## src/rtl/mdu_iter.sv

```systemverilog
`default_nettype none
// +----------------------------------------------------------------------------+
// | mdu_iter                                                                   |
// | Iterative multiply/divide unit with HI/LO, BPC bits retired per RUN cycle. |
// | Revision: 1.0                                                              |
// +----------------------------------------------------------------------------+
module mdu_iter #(
  parameter int WIDTH = 32,
  parameter int BPC   = 1
) (
  input  logic             clk,
  input  logic             rst,
  input  logic             start,
  input  logic [1:0]       op,
  input  logic [WIDTH-1:0] a,
  input  logic [WIDTH-1:0] b,
  input  logic             wr_hi,
  input  logic             wr_lo,
  input  logic [WIDTH-1:0] wdata,
  output logic             busy,
  output logic             done,
  output logic             dz,
  output logic [WIDTH-1:0] hi,
  output logic [WIDTH-1:0] lo
);

  localparam int N  = WIDTH / BPC;
  localparam int CW = $clog2(N + 1);
  localparam logic [CW-1:0] c_last = CW'(N - 1);

  typedef enum logic [1:0] {
    ST_IDLE = 2'd0,
    ST_RUN  = 2'd1,
    ST_FIX  = 2'd2
  } state_t;

  state_t             r_state, w_state_nxt;
  logic [CW-1:0]      r_cnt;
  logic               r_div, r_neg_q, r_neg_r, r_bz;
  logic [WIDTH-1:0]   r_opnd;
  logic [2*WIDTH-1:0] r_acc;

  logic               w_a_neg, w_b_neg;
  logic [WIDTH-1:0]   w_a_mag, w_b_mag;
  logic [WIDTH+BPC-1:0] w_mul_sum;
  logic [2*WIDTH-1:0] w_mul_next, w_div_next, w_prod_fix;
  logic [WIDTH:0]     w_shift;
  logic [WIDTH-1:0]   w_rem, w_quo, w_quo_fix, w_rem_fix;

  assign w_a_neg = op[0] & a[WIDTH-1];
  assign w_b_neg = op[0] & b[WIDTH-1];
  assign w_a_mag = w_a_neg ? -a : a;
  assign w_b_mag = w_b_neg ? -b : b;

  // Multiply: r_acc = {partial product, remaining multiplier bits}, shifted right BPC per step.
  assign w_mul_sum  = {{BPC{1'b0}}, r_acc[2*WIDTH-1:WIDTH]}
                    + ({{BPC{1'b0}}, r_opnd} * {{WIDTH{1'b0}}, r_acc[BPC-1:0]});
  assign w_mul_next = (2*WIDTH)'({w_mul_sum, r_acc[WIDTH-1:0]} >> BPC);

  // Divide: r_acc = {partial remainder, dividend/quotient}, BPC restoring steps per cycle.
  always_comb begin
    w_rem   = r_acc[2*WIDTH-1:WIDTH];
    w_quo   = r_acc[WIDTH-1:0];
    w_shift = '0;
    for (int i = 0; i < BPC; i++) begin
      w_shift = {w_rem, w_quo[WIDTH-1]};
      w_rem   = WIDTH'((w_shift >= {1'b0, r_opnd}) ? (w_shift - {1'b0, r_opnd}) : w_shift);
      w_quo   = {w_quo[WIDTH-2:0], (w_shift >= {1'b0, r_opnd})};
    end
    w_div_next = {w_rem, w_quo};
  end

  assign w_prod_fix = r_neg_q ? -r_acc : r_acc;
  assign w_quo_fix  = r_bz ? '1 : (r_neg_q ? -r_acc[WIDTH-1:0] : r_acc[WIDTH-1:0]);
  assign w_rem_fix  = r_neg_r ? -r_acc[2*WIDTH-1:WIDTH] : r_acc[2*WIDTH-1:WIDTH];

  always_ff @(posedge clk or posedge rst) begin
    if (rst) r_state <= ST_IDLE;
    else     r_state <= w_state_nxt;
  end

  always_comb begin
    w_state_nxt = r_state;
    busy        = 1'b0;
    case (r_state)
      ST_IDLE: if (start) w_state_nxt = ST_RUN;
      ST_RUN: begin
        busy = 1'b1;
        if (r_cnt == c_last) w_state_nxt = ST_FIX;
      end
      ST_FIX: begin
        busy        = 1'b1;
        w_state_nxt = ST_IDLE;
      end
      default: w_state_nxt = ST_IDLE;
    endcase
  end

  always_ff @(posedge clk or posedge rst) begin
    if (rst) begin
      r_cnt   <= '0;
      r_div   <= 1'b0;
      r_neg_q <= 1'b0;
      r_neg_r <= 1'b0;
      r_bz    <= 1'b0;
      r_opnd  <= '0;
      r_acc   <= '0;
      done    <= 1'b0;
      dz      <= 1'b0;
      hi      <= '0;
      lo      <= '0;
    end else begin
      done <= 1'b0;
      case (r_state)
        ST_IDLE: begin
          if (start) begin
            r_div   <= op[1];
            r_neg_q <= w_a_neg ^ w_b_neg;
            r_neg_r <= w_a_neg;
            r_bz    <= (b == '0);
            r_opnd  <= op[1] ? w_b_mag : w_a_mag;
            r_acc   <= {{WIDTH{1'b0}}, (op[1] ? w_a_mag : w_b_mag)};
            r_cnt   <= '0;
          end else begin
            if (wr_hi) hi <= wdata;
            if (wr_lo) lo <= wdata;
          end
        end
        ST_RUN: begin
          r_acc <= r_div ? w_div_next : w_mul_next;
          r_cnt <= r_cnt + CW'(1);
        end
        ST_FIX: begin
          done <= 1'b1;
          if (r_div) begin
            hi <= w_rem_fix;
            lo <= w_quo_fix;
            dz <= r_bz;
          end else begin
            hi <= w_prod_fix[2*WIDTH-1:WIDTH];
            lo <= w_prod_fix[WIDTH-1:0];
          end
        end
        default: ;
      endcase
    end
  end

endmodule
`default_nettype wire

```

## config.mk

```make
export PLATFORM = sky130hd
export DESIGN_NAME = mdu_iter
export DESIGN_NICKNAME = d
export VERILOG_FILES = /design/src/rtl/mdu_iter.sv
export SDC_FILE = /design/constraint.sdc
export NUM_CORES = 1
export LEC_CHECK = 0
export CORE_MARGIN = 2
export CORE_UTILIZATION = 35
export CTS_CLUSTER_SIZE = 8
export DETAILED_ROUTE_END_ITERATION = 10
export PLACE_DENSITY_LB_ADDON = 0.3
export SYNTH_ARGS = -nofsm -noshare
export SYNTH_HDL_FRONTEND = slang
export SYNTH_SLANG_ARGS = --single-unit
```

## constraint.sdc

```tcl
create_clock -name clk -period 6.1 [get_ports clk]
set_clock_uncertainty 0.15 [all_clocks]
set_input_delay 1.22 -clock clk [delete_from_list [all_inputs] [get_ports clk]]
set_output_delay 1.22 -clock clk [all_outputs]
set_load 0.05 [all_outputs]
```

==> summary.txt, run 1 <==
Run status
  – Status: complete, no violations

Yosys
  – Seq/Total Area, Yosys: 0.291
  – Predominant post-synthesis flop cell: dfrtp_1
  – Yosys top cell by area: dfrtp_1
  – Mapped Cells: 1,912
  – Netlist Area Pre-Place: 15,000 um2
  – EDFF count, synth: 0
  – Async set or reset register ratio after synthesis: 1.00
  – Warnings, synthesis: 0
  – #FFs+latches synth: 174
  – Area contributors post-synth: dfrtp_1, a21oi_1, ha_1
  – Syn avg cell area: 7.83 um2
  – Post-synth top area share: 0.291
  – Synth cell types: 76
  – Synthesized net count: 2,089

Floorplan
  – Die width: 211 um
  – Die area: 44,400 um2
  – I/O pins: 170
  – CORE AREA: 42,000 um2
  – Core Rows: 75
  – Die extent in y: 211 um
  – Initial Util: 0.356

Clock tree
  – Clock Tree Buf Depth: 2
  – CTS buffer count: 17
  – Worst-Skew Late Latency: 0.46 ns
  – Clock transition at the registers of the reported paths: 0.07 ns
  – Root Driver: clkbuf_16
  – Clock sinks: 174
  – Postcts setup bufs: 0
  – TritonCTS clock tree: built
  – Depth of the CTS H-tree: 4
  – Hold_buf cts: 0
  – Post-CTS resize count: 0

STA
  – Hold Slack: 0.334 ns
  – RSZ-0062 raised after global routing: no
  – FMAX: 0.220 GHz
  – Fin. max-slew vios: 0
  – Period utilization: 0.746
  – Setup violations, final: 0
  – Endpoints failing hold: 0
  – Tmin final: 4.55 ns
  – Worst slew margin: 0.138
  – Measured slew at the worst slew-check pin: 1.29 ns
  – Setup TNS: 0 ns

Min path
  – Hold Path Sink: r_opnd[21]$_DFFE_PP0P_
  – Hold Crit Depth: 2
  – Min-delay src: r_opnd[21]$_DFFE_PP0P_
  – Hold WC Path Type: register to register

Power and ir drop
  – VDD IR max: 0.000302 V
  – Sw Pwr: 0.00562 W
  – Combinational Power Share: 0.662
  – Register share of total power: 0.233
  – Clock power share: 0.104
  – Leak: 7.24 nW
  – Internal: 0.00479 W
  – PD cells: 590 nW/um2
  – Sw Ratio: 0.540

Setup path
  – Worst-case reg-to-reg path depth: 10
  – Crit Path Class: register to register
  – Max FO, Critical Path: 22
  – CP endpoint kind: register
  – FF-to-FF Start: r_acc[54]$_DFFE_PP0P_
  – Worst Path Required: 6.26 ns
  – Crit Reg-Reg Endpoint: r_acc[58]$_DFFE_PP0P_
  – Worst Path Arrival: 4.71 ns
  – Setup crit start kind: register
  – FF-to-FF setup slack: 1.55 ns

Routing
  – Vias per cell: 5.94
  – Total Wirelength: 55,200 um
  – M1 wire length: 24,700 um
  – Drt wl/cell: 21.6 um
  – Via count: 15,200
  – Met2 WL: 23,800 um
  – DR iter-0 viols: 1,320
  – Met3 WL: 4890 um
  – 1st-pass router iterations: 8
  – # DRC: 0
  – Top layer used by detailed routing: met4
  – Antenna Nets Post-Route: 0

Placement
  – PortBufs: 169
  – DP HPWL: 42,900 um
  – RePlAce Congestion: 0.934

Finish
  – Layout cells sized above 1: 0.0535
  – N_diodes: 0
  – Filler cell count: 4,236
  – Area growth from synthesis to layout: 18.0%
  – Commonest non-fill, non-tap cell in the layout: a21oi_1
  – Commonest non-fill, non-tap cells in the layout: a21oi_1, nor2_1, dfrtp_1, clkdlybuf4s50_1, nand2_1
  – Final Net Count: 2,183

Global routing
  – Vias in the first global route: 14,400
  – Global-route wire length before repair: 84,700 um
  – Initial antenna violation count: 1
  – Largest net degree at the start of global routing: 100
  – GRT Residual Overflow: 0
  – GRT Util Overall: 0.247

Flow run
  – Max cap viols: 0
-- critical path, cell delays in order, from the launching register on --
cell      delay, ns
dfrtp_1        0.59
ha_1           0.38
a21oi_1        0.29
a21oi_1        0.12
or2_0          0.23
or3_1          0.34
nor3b_1        0.41
or3_1          0.74
nand2_1        0.68
mux2i_1        0.34
o211ai_1       0.10
-- synth_stat cells, types with 8 or more instances --
master,instances
mux2_2,18
nand2_1,154
nor2b_1,11
and2_1,9
clkbuf_1,105
xor2_1,75
o21ai_0,149
nand3_1,44
and3_1,10
nor4_1,14
xnor2_1,99
dfrtp_1,174
a21o_1,22
o211a_1,13
nor3_1,38
a22oi_1,13
a21oi_1,229
inv_1,81
o22ai_1,12
o211ai_1,14
buf_1,8
o21bai_1,14
o41ai_1,14
o21ai_1,15
or3_1,19
or4_1,14
a31oi_1,21
ha_1,72
o22a_1,22
nand4_1,12
o31ai_1,24
nor2_1,212
mux2i_1,36
nand2b_1,11
a211oi_1,24
a221oi_1,17
-- how the worst max path moves through the flow --
stage                                from               endpoint  slack, ns  cells past startpoint
detailed placement                   a[3]  r_acc[27]$_DFFE_PP0P_       1.44                     10
finish              r_acc[54]$_DFFE_PP0P_  r_acc[58]$_DFFE_PP0P_       1.55                     10
CTS                 r_acc[54]$_DFFE_PP0P_  r_acc[58]$_DFFE_PP0P_       1.67                     10
floorplan                             rst         done$_DFF_PP0_       0.01                      1
global placement                     a[3]  r_acc[27]$_DFFE_PP0P_       1.47                     10
global route        r_acc[54]$_DFFE_PP0P_  r_acc[58]$_DFFE_PP0P_       1.35                     10
-- area by class of cell --
cell class,instances,area [um2],area share
clock buffers,20,447,0.0253
flip-flops and latches,174,4360,0.247
clock inverters,12,113,0.00638
multi-input cells,1537,9870,0.559
inverters,83,317,0.0179
repair buffers,193,1880,0.106
well taps,539,674,0.0382
-- per-stage QoR --
stage | instances | util | area (um2) | power [W] | worst slack, ns
after floorplan | 1912 | - | 15000 | 0.00701 | 0.0132
after global placement | 2526 | 0.407 | 17100 | 0.00912 | 1.47
final | 2558 | 0.420 | 17700 | 0.0104 | 1.55
after detailed placement | 2526 | 0.407 | 17100 | 0.00920 | 1.44
after CTS | 2558 | 0.420 | 17700 | 0.0103 | 1.67
after global routing | 2558 | 0.420 | 17700 | 0.0111 | 1.35
-- sequential cells by signal (all words and copies together), names as in the netlist, 2 cells and up --
| signal | cells |
|---|---|
| r_opnd | 32 |
| r_acc | 64 |
| lo | 32 |
| r_state | 2 |
| r_cnt | 6 |
| hi | 32 |
-- logic make-up (layout without fill, tap and decap cells) --
group                    after synthesis  in the layout  share of synthesized area
XOR/XNOR                             174            174                      0.102
flip-flops                           174            174                      0.291
buffers and inverters                201            308                     0.0512
adder cells (fa/ha/maj)               74             74                     0.0629
multiplexers                          54             54                     0.0376
AO/OA/AOI/OAI                        653            653                      0.272
AND/OR/NAND/NOR                      582            582                      0.184
-- per-layer routing --
layer / up-vias / track usage
li1: 7102 / -
met1: 7297 / 0.348
met2: 701 / 0.372
met3: 89 / 0.0492
met4: 0 / 0.0996
met5: - / 0
-- power groups by stage --
stage / Sequential [W] / Clock [W] / Combinational (W)
floorplan: 0.00279 / 0 / 0.00423
global placement: 0.00240 / 0 / 0.00672
detailed placement: 0.00242 / 0 / 0.00678
CTS: 0.00240 / 0.00109 / 0.00682
global route: 0.00249 / 0.00114 / 0.00747
finish: 0.00243 / 0.00109 / 0.00690
(Power assumes the default switching activity.)
==> inputs of run 2 (changes only) <==
==> constraint.sdc (replaced) <==
create_clock -name clk -period 3.9 [get_ports clk]
set_clock_uncertainty 0.15 [all_clocks]
set_input_delay 0.78 -clock clk [delete_from_list [all_inputs] [get_ports clk]]
set_output_delay 0.78 -clock clk [all_outputs]
set_load 0.05 [all_outputs]
==> run 2 against run 1 <==
Net effect: sequential cell count unchanged; largest cell class unchanged; critical path depth up 3; clock-buffer cell count unchanged; highest routed layer is now met5; critical path type unchanged; largest power group unchanged.
==> summary.txt, run 2 (synthesis results as in run 1) <==
Run status
  – Status: complete, no violations

Clock tree
  – Clock transition at the registers of the reported paths: 0.07 ns
  – Root Driver: clkbuf_16
  – Depth of the CTS H-tree: 4
  – CTS buffer count: 17
  – Postcts setup bufs: 0
  – TritonCTS clock tree: built
  – Clock Tree Buf Depth: 2
  – Clock sinks: 174
  – Worst-Skew Late Latency: 0.47 ns

Finish
  – Filler cell count: 4,147
  – Fin area: 18,700 um2
  – Commonest non-fill, non-tap cells in the layout: a21oi_1, nor2_1, dfrtp_1, clkdlybuf4s50_1, nand2_1
  – Largest register by flop count: r_acc
  – Final Util: 0.444
  – Multi-input gate area: 9890 um2
  – Layout cells sized above 1: 0.106
  – Register area: 4360 um2
  – Number of flip-flops in the largest register: 64
  – Final Net Count: 2,295
  – N_diodes: 0
  – Commonest non-fill, non-tap cell in the layout: a21oi_1
  – Non-filler cells, final: 2,670
  – Area growth from synthesis to layout: 24.8%

STA
  – Setup violations, final: 0
  – Measured slew at the worst slew-check pin: 0.850 ns
  – Tmin final: 3.73 ns
  – Fin. max-slew vios: 0
  – FMAX: 0.268 GHz
  – RSZ-0062 raised after global routing: no
  – Endpoints failing hold: 0
  – Period utilization: 0.957
  – Worst slew margin: 0.433

Power and ir drop
  – Final Power: 0.0172 W
  – VDD IR max: 0.000414 V
  – PD cells: 921 nW/um2
  – Leak: 7.87 nW

Setup path
  – CP bufs+invs: 2
  – FF-to-FF Start: r_acc[0]$_DFFE_PP0P_
  – Max FO, Critical Path: 25
  – Crit-path most repeated cell: nor2_1
  – Worst Path Required: 4.08 ns
  – CP endpoint kind: register
  – Top delay family on crit path: compound AO/OA/AOI/OAI gates
  – Sequence of cells on the critical path: inv_1 > buf_12 > nor2_1 > ha_1 > nand3_1 > o22ai_1 > o211ai_1 > a21oi_2 > nor2_1 > o21a_1 > o31ai_1 > xor2_1 > a221o_1
  – CP startpoint: r_acc[0]$_DFFE_PP0P_
  – CP peak stage delay: 0.48 ns
  – Setup crit start kind: register
  – Crit path max-delay cell type: dfrtp_1
  – Crit Path Class: register to register
  – Worst Path Arrival: 3.92 ns

Floorplan
  – CORE AREA: 42,000 um2
  – Core Rows: 75
  – I/O pins: 170
  – Die area: 44,400 um2
  – Die extent in y: 211 um
  – Initial Util: 0.356
  – Die width: 211 um

Placement
  – Post-Place Cell Area: 18,000 um2
  – RePlAce Congestion: 0.944
  – DP HPWL: 45,800 um
  – PortBufs: 169
  – Inst Count DP: 2,638

Routing
  – # DRC: 0
  – Via count: 15,600
  – Antenna Nets Post-Route: 0
  – Total Wirelength: 57,500 um
  – Vias per cell: 5.85
  – DR iter-0 viols: 1,557
  – Drt wl/cell: 21.5 um
  – 1st-pass router iterations: 6

Min path
  – Hold WC Path Type: register to register
  – Min-delay src: r_opnd[29]$_DFFE_PP0P_

Global routing
  – Initial antenna violation count: 1
  – Vias in the first global route: 14,900
  – Global-route wire length before repair: 87,200 um
  – GRT Residual Overflow: 0
  – GRT Util Overall: 0.256
  – Largest net degree at the start of global routing: 65

Flow run
  – Max cap viols: 0
-- run 2: changes by cell type in the layout (fill, tap and decap cells not counted), sizes merged --
cell / delta
bufinv: +3
inv: +3
clkinvlp: -4
buf: +112
clkinv: -2
-- run 2: stage by stage --
step                worst slack (ns)  hold WS, ns  setup TNS [ns]
global route                  0.0129        0.363               0
detailed placement           -0.0822        0.316          -0.165
finish                         0.168        0.329               0
global placement             -0.0612        0.316         -0.0768
floorplan                      0.510        0.300               0
CTS                            0.164        0.332               0
-- run 2: layout make-up --
type / count / area share
clock inverters: 12 / 0.0104
clock buffers: 20 / 0.0250
inverters: 83 / 0.0169
repair buffers: 305 / 0.149
flip-flops and latches: 174 / 0.233
multi-input cells: 1537 / 0.529
well taps: 539 / 0.0361
-- run 2: worst paths after layout --
path                            slack (ns)  cells past startpoint                      to
min in group asynchronous             0.56                      2       lo[6]$_DFFE_PP0P_
max in group asynchronous             2.30                      3    r_acc[9]$_DFFE_PP0P_
worst min register to register        0.33                      1  r_opnd[29]$_DFFE_PP0P_
worst min-delay path                  0.33                      1  r_opnd[29]$_DFFE_PP0P_
worst max-delay path                  0.17                     13   r_acc[56]$_DFFE_PP0P_
worst max register to register        0.17                     13   r_acc[56]$_DFFE_PP0P_
-- run 2: power breakdown --
| part | leakage, nW | switching [W] | internal (W) |
|---|---|---|---|
| combinational | 5.46 | 0.00723 | 0.00445 |
| sequential | 2.08 | 0.000921 | 0.00262 |
| clock | 0.327 | 0.000843 | 0.00114 |
| total | 7.87 | 0.00899 | 0.00821 |
-- run 2: layer usage --
metal	vias to the layer above	GRT usage	routed length, um
met4	2	0.108	2210
met3	98	0.0498	5000
met2	705	0.389	24800
li1	7307	-	-
met1	7514	0.354	25400
met5	-	0.0133	72
-- run 2: what timing repair did --
action,in CTS,in global routing
endpoints found under the setup margin,0,5
hold buffers,0,0
gates resized for setup,0,3
